## src/rtl/uart_pkg.sv

```systemverilog
// Shared definitions for the UART parity engine: parity type encoding,
// RX FSM state encoding and the parity-apply helper.
package uart_pkg;

    typedef enum logic [1:0] {
        PAR_EVEN  = 2'b00,
        PAR_ODD   = 2'b01,
        PAR_MARK  = 2'b10,
        PAR_SPACE = 2'b11
    } par_typ_e;

    // RX FSM states
    localparam logic [1:0] RX_IDLE = 2'd0;
    localparam logic [1:0] RX_DATA = 2'd1;
    localparam logic [1:0] RX_PAR  = 2'd2;

    // Turn the XOR reduction of the data bits into the parity bit for a type
    function automatic logic par_apply(input logic acc_xor, input par_typ_e typ);
        logic res;
        case (typ)
            PAR_EVEN:  res = acc_xor;
            PAR_ODD:   res = ~acc_xor;
            PAR_MARK:  res = 1'b1;
            PAR_SPACE: res = 1'b0;
            default:   res = acc_xor;
        endcase
        return res;
    endfunction

endpackage

```

## src/rtl/uart_parity_unit.sv

```systemverilog
// UART parity engine: handshaked TX parity generation and bit-serial RX
// parity accumulation/check. The two paths are independent.
module uart_parity_unit
    import uart_pkg::*;
#(
    parameter int unsigned  DATA_WIDTH = 8,
    localparam int unsigned CNT_W      = $clog2(DATA_WIDTH + 1)
) (
    input  logic                  clk,
    input  logic                  rst,
    input  logic                  par_en,
    input  logic [1:0]            par_typ,
    input  logic [DATA_WIDTH-1:0] tx_data,
    input  logic                  tx_valid,
    output logic                  tx_ready,
    output logic                  tx_par_bit,
    output logic                  tx_par_valid,
    input  logic                  tx_par_ack,
    input  logic                  rx_start,
    input  logic                  rx_bit,
    input  logic                  rx_bit_stb,
    output logic                  rx_busy,
    output logic                  rx_done,
    output logic                  rx_par_err
);

    // ------------------------------------------------------------------
    // TX path
    // ------------------------------------------------------------------
    logic tx_par_bit_q;
    logic tx_par_valid_q;
    logic tx_accept;

    // With parity disabled an offered word is swallowed without a handshake
    assign tx_accept = tx_valid & tx_ready & par_en;

    // One-deep output register, held until the serializer acks it
    always_ff @(posedge clk or posedge rst) begin
        if (rst) begin
            tx_par_bit_q   <= 1'b0;
            tx_par_valid_q <= 1'b0;
        end else if (tx_accept) begin
            tx_par_bit_q   <= par_apply(^tx_data, par_typ_e'(par_typ));
            tx_par_valid_q <= 1'b1;
        end else if (tx_par_ack && tx_par_valid_q) begin
            tx_par_valid_q <= 1'b0;
        end
    end

    assign tx_ready     = ~tx_par_valid_q;
    assign tx_par_bit   = tx_par_bit_q;
    assign tx_par_valid = tx_par_valid_q;

    // ------------------------------------------------------------------
    // RX path
    // ------------------------------------------------------------------
    logic [1:0]       state_q, state_d;
    logic [CNT_W-1:0] cnt_q, cnt_d;
    logic             acc_q, acc_d;
    logic             en_q, en_d;
    par_typ_e         typ_q, typ_d;
    logic             done_q, done_d;
    logic             err_q, err_d;

    // Next-state logic; rx_start takes priority over any strobe
    always_comb begin
        state_d = state_q;
        cnt_d   = cnt_q;
        acc_d   = acc_q;
        en_d    = en_q;
        typ_d   = typ_q;
        done_d  = 1'b0;
        err_d   = err_q;
        if (rx_start) begin
            state_d = RX_DATA;
            cnt_d   = '0;
            acc_d   = 1'b0;
            en_d    = par_en;
            typ_d   = par_typ_e'(par_typ);
            err_d   = 1'b0;
        end else if (rx_bit_stb) begin
            case (state_q)
                RX_DATA: begin
                    acc_d = acc_q ^ rx_bit;
                    cnt_d = cnt_q + 1'b1;
                    if (cnt_q == CNT_W'(DATA_WIDTH - 1)) begin
                        if (en_q) begin
                            state_d = RX_PAR;
                        end else begin
                            state_d = RX_IDLE;
                            done_d  = 1'b1;
                            err_d   = 1'b0;
                        end
                    end
                end
                RX_PAR: begin
                    err_d   = (rx_bit != par_apply(acc_q, typ_q));
                    done_d  = 1'b1;
                    state_d = RX_IDLE;
                end
                default: ;
            endcase
        end
    end

    // RX state registers
    always_ff @(posedge clk or posedge rst) begin
        if (rst) begin
            state_q <= RX_IDLE;
            cnt_q   <= '0;
            acc_q   <= 1'b0;
            en_q    <= 1'b0;
            typ_q   <= PAR_EVEN;
            done_q  <= 1'b0;
            err_q   <= 1'b0;
        end else begin
            state_q <= state_d;
            cnt_q   <= cnt_d;
            acc_q   <= acc_d;
            en_q    <= en_d;
            typ_q   <= typ_d;
            done_q  <= done_d;
            err_q   <= err_d;
        end
    end

    assign rx_busy    = (state_q != RX_IDLE);
    assign rx_done    = done_q;
    assign rx_par_err = err_q;

endmodule

```

## config.mk

```make
export PLATFORM = sky130hd
export DESIGN_NAME = uart_parity_unit
export DESIGN_NICKNAME = d
export VERILOG_FILES = /design/src/rtl/uart_pkg.sv /design/src/rtl/uart_parity_unit.sv
export SDC_FILE = /design/constraint.sdc
export NUM_CORES = 1
export LEC_CHECK = 0
export BUFFER_PORTS_ARGS = -buffer_cell sky130_fd_sc_hd__buf_2
export CAP_MARGIN = 0
export CORE_MARGIN = 8
export CORE_UTILIZATION = 46
export CTS_BUF_LIST = sky130_fd_sc_hd__clkbuf_2
export CTS_CLUSTER_DIAMETER = 30
export DETAILED_ROUTE_END_ITERATION = 8
export PLACE_DENSITY = 0.74
export SKIP_LAST_GASP = 1
export SYNTH_ARGS = -nofsm -noshare
export SYNTH_HDL_FRONTEND = slang
export SYNTH_SLANG_ARGS = --single-unit
```

## constraint.sdc

```tcl
create_clock -name clk -period 1.5 [get_ports clk]
set_input_delay 0.3 -clock clk [delete_from_list [all_inputs] [get_ports clk]]
set_output_delay 0.3 -clock clk [all_outputs]
set_load 0.02 [all_outputs]
```

# --- Word-level counts from Yosys, hierarchy flattened ---
# Index checks and enable logic that the tools add are counted.
# Widths: inputs -> output; s select.
totals:
  out_inout_bits: 6
  register_bits: 14
  elab_cells: 68
  input_bits: 18
classes:
  n_mux: 28
  n_addsub: 1
  n_eq_ne: 12
  n_reduce_logical: 12
  bitwise_logic: 6
op_table:
  columns: ["cell", "n"]
  rows:
  - ["$mux 1", 16]
  - ["$mux 4", 3]
  - ["$eq 2x2->1 const B", 5]
  - ["$mux 2", 4]
  - ["$pmux 1 s4", 2]
  - ["$reduce_bool 2->1", 4]
  - ["$reduce_xor 8->1", 1]
  - ["$eq 2x1->1 const B", 3]
  - ["$ne 3x3->1 const B", 2]
  - ["$add 4x1->4 const B", 1]
  - ["$eq 4x3->1 const B", 1]
  - ["$logic_not 2->1", 2]
  - ["$pmux 1 s2", 2]
  - ["$pmux 2 s2", 1]
  - ["$reduce_and 4->1", 1]
  - ["$not 1->1", 3]
  - ["$reduce_and 3->1", 1]
  - ["$reduce_bool 3->1", 1]
  - ["$and 1x1->1", 2]
  - ["$reduce_and 2->1", 1]
  - ["$logic_and 1x1->1", 1]
  - ["$ne 1x1->1", 1]
  - ["$xor 1x1->1", 1]

# --- Depth between registers and ports, before layout ---
logic_depth:
  depth_word: 9
  ltp_mapped: 7
  mapped_depth_nobuf: 7

# --- Worst setup path before layout ---
# Ideal clock, no wire load.
synth_path:
  path_kind: "reg2reg"
  startpoint: "reg state_q[0]"
  endpoint: "reg err_q (netlist: rx_par_err)"
  t_required_ps: 1372
  slack_ps: 51
  n_path_buf: 0
  setup_ps: 128
  period_less_slack_ps: 1449
  t_arrival_ps: 1320
  path_stages_with_launch: 7
  cell_sequence: "dfrtp_1 -> ha_1 -> and4b_1 -> o21ai_0 -> a21oi_1 -> nand4b_1 -> o21ai_0"
synth_between:
  elab_chain_cells: 4
  word_cells_on_any_way: 9
  classes_between: "4 x eq/ne; 3 x mux; 2 x reduce/logical"
synth_lines:
  columns: ["element", "line_no", "text"]
  rows:
  - ["from (decl)", "uart_parity_unit.sv:57", "logic [1:0] state_q, state_d;"]
  - ["from (signal assigned)", "uart_parity_unit.sv:117", "state_q <= state_d;"]
  - ["$eq 2x2->1 / $eq 2x1->1 (equally long branches)", "uart_parity_unit.sv:82", "case (state_q)"]
  - ["$pmux 1 s2", "uart_parity_unit.sv:82", null]
  - ["$mux 1", "uart_parity_unit.sv:81", "end else if (rx_bit_stb) begin"]
  - ["$mux 1", "uart_parity_unit.sv:74", "if (rx_start) begin"]
  - ["to (signal assigned)", "uart_parity_unit.sv:123", "err_q <= err_d;"]
  - ["to (decl)", "uart_parity_unit.sv:63", "logic err_q, err_d;"]
# Parallel ways exist; a longest one is shown, timed or not. The select of a mux whose other input is x is not followed.
# A chain may end at the register's enable or synchronous reset.

# --- Worst setup path after layout ---
layout_path:
  startpoint: "reg cnt_q[1]"
  endpoint: "reg err_q (netlist: rx_par_err)"
layout_between:
  elab_chain_cells: 3
layout_lines:
  columns: ["element", "line_no", "text"]
  rows:
  - ["from (decl)", "uart_parity_unit.sv:58", "logic [CNT_W-1:0] cnt_q, cnt_d;"]
  - ["from (signal assigned)", "uart_parity_unit.sv:118", "cnt_q <= cnt_d;"]
  - ["$eq 4x3->1", "uart_parity_unit.sv:86", "if (cnt_q == CNT_W'(DATA_WIDTH - 1)) begin"]
  - ["$ne 3x3->1 (no line)", null, null]
  - ["$reduce_and 4->1 (no line)", null, null]
# Every way passes these cells.

==> metrics.txt <==
status finished, final reports clean; Pleak 0.471 nW; crit path kind reg -> reg; htree depth 1; WP buf/inv 0; final HPWL from detailed placement 1.29 mm; DRC Markers 0; R2R Path Start cnt_q[1]$_DFFE_PP0P_; Die X 56.4 µm; setup total negative slack 0 ns; Finished Layout Cells 122; Mapped Nets 97; synthesized area 751 µm²; CORE AREA 1520 µm²; post-synth cell types 21; Die Ht 56.4 µm; ranking of synthesized cells by area dfrtp_1, xnor2_1, ha_1, xor2_1, a21oi_1; DRT antenna net count 0; crit path max fanout 3; Critical Path Start Type register; cells after synthesis 75; wire per inst 13.3 µm; highest cell delay on the worst timing path 0.42 ns; share of layout cells above drive strength 1 34.9%; final setup violation count 0; Layout Area Growth over Synthesis 26.7%; Worst Tran Pin Value 0.536 ns; nets@finish 129; Post-synth EDFFs 0; vias per inst 5.14; clk_skew 0.000732 ns; FF+latch count, synth 14; asr flop ratio synth 100%; Cell Chain, Critical Path ha_1 -> and4b_1 -> o21ai_2 -> a21oi_2 -> nand4b_1 -> o21ai_0; final worst-path cycle share 94.7%; Max-Slew Margin vs Limit 64.2%; total wire length 1.62 mm; GRT Resource Usage Total 10.2%; clock sink total 14; clk buf depth 2; GPL Wtd Cong 0.890; Setup Fix Bufs, Post-CTS 0; CTS tree yes; first-pass GRT wire length 2.62 mm; largest net degree at the start of global routing 15; Final Hold Fails 0; Yosys warning count 0; via count 627; vias in the first global route 657; critical path's slowest cell dfrtp_1; Slew Limit Fails 0; Period minus WS final 1.42 ns; Root Driver clkbuf_2; CP endpoint kind register; FP Rows 14; Reg clk slew, reported paths 0.14 ns; Worst path depth 6; Initial Utilization 49.3%; initial antenna violation count 0; GRT overflow 0; Inst Count DP 118; MaxCap Viol Count 0; unrepaired setup endpoints after global routing true; Avg Cell Area, Syn 10.0 µm²; DR iter-0 viols 12; R2R depth 6; clock latency on the worst-skew pair 0.27 ns; P per Cell Area 819 nW/µm²; # port buffers 23; Total Die Area 3180 µm²; crit path from cnt_q[1]$_DFFE_PP0P_; Main synth FF type dfrtp_1; TritonCTS Buffers 3; worst path required time 1.67 ns; dominant cell by count in the synthesized netlist dfrtp_1; Ports 24; top cell type's share of synthesized area 46.7%; critical path's top delay family flip-flops; top post-synthesis cells by count dfrtp_1, xnor2_1, inv_1, nand2_1; cts hold-fix bufs 0; worst reg2reg setup slack 0.08 ns; crit path DAT 1.59 ns; diodes inserted 0; sequential element share of the synthesized area 46.7%; Worst Hold Class in -> async; DR pass1 iterations 4; Fmax 704 MHz; post-synth top area cell dfrtp_1; worst vdd ir 515 µV
-- layout make-up --
| cell class | instances | area, µm² |
|---|---|---|
| clock buffers | 3 | 15.0 |
| clock inverters | 1 | 3.75 |
| fillers | 136 | 573 |
| inverters | 6 | 22.5 |
| multi-input cells | 54 | 384 |
| flip-flops and latches | 14 | 350 |
| well taps | 16 | 20.0 |
| repair buffers | 28 | 155 |
-- registers in the layout, summed over array words and instances, names as in the netlist --
register / cells
tx_par_valid: 1
acc_q: 1
state_q: 2
typ_q: 2
rx_par_err: 1
tx_par_bit: 1
cnt_q: 4
rx_done: 1
en_q: 1
-- cells by family after synthesis --
family          share of synthesized area, %
mux                                     3.00
simple gates                            15.8
fa+ha+maj                               6.67
compound gates                          10.3
xor+xnor                                14.0
flops                                   46.7
buf+inv                                 3.50
-- metal layers --
layer,vias to the layer above,share of wire [%],track usage [%]
met5,-,0,0
met4,0,0.86,6.19
met3,2,4.2,2.92
met2,15,51,17.0
met1,295,44,11.0
li1,315,-,-
-- worst paths after layout --
check                                           end
max                          rx_par_err$_DFFE_PP0P_
min                            typ_q[1]$_DFFE_PP0P_
max reg2reg                  rx_par_err$_DFFE_PP0P_
min reg2reg                  tx_par_bit$_DFFE_PP0P_
max in group asynchronous    tx_par_bit$_DFFE_PP0P_
min in group clk           tx_par_valid$_DFFE_PP0P_
-- layout by cell type (no fill, tap or decap), types with 4 or more instances in the layout --
master | synthesis | layout
buf_2 | 0 | 22
dfrtp_1 | 14 | 14
xnor2_1 | 7 | 7
inv_1 | 6 | 6
nand2_1 | 6 | 6
buf_4 | 0 | 6
nand3_1 | 5 | 5
xor2_1 | 5 | 5
nor2_1 | 4 | 4
o21ai_0 | 5 | 4
a21oi_1 | 5 | 4
-- stage by stage --
| stage | utilization (%) | hold slack (ns) | power [W] | setup slack (ns) | area [µm²] |
|---|---|---|---|---|---|
| floorplan | - | 0.189 | 0.000539 | 0.0514 | 751 |
| global placement | 60.3 | 0.364 | 0.000599 | 0.0185 | 920 |
| detailed placement | 60.3 | 0.368 | 0.000607 | -0.0494 | 920 |
| CTS | 61.6 | 0.0432 | 0.000787 | 0.0307 | 938 |
| global route | 62.4 | 0.0793 | 0.000819 | -0.0641 | 951 |
| finish | 62.4 | 0.0352 | 0.000779 | 0.0802 | 951 |
-- worst register-to-register path, stage by stage (launching register included) --
cell	delay, ns
dfrtp_1	0.42
ha_1	0.20
and4b_1	0.24
o21ai_2	0.23
a21oi_2	0.06
nand4b_1	0.09
o21ai_0	0.08
-- where the power goes --
group / internal, W / leakage, nW / switching (W)
sequential: 0.000403 / 0.179 / 0.0000166
clock: 0.0000579 / 0.0140 / 0.000123
combinational: 0.0000817 / 0.279 / 0.0000969
-- timing repair --
item,4_1_cts,5_1_grt
cloned,0,0
gates resized for setup,1,4
endpoints found under the setup margin,2,2
hold endpoints to repair,0,0
Note: power is estimated with default switching activity, not from simulation.
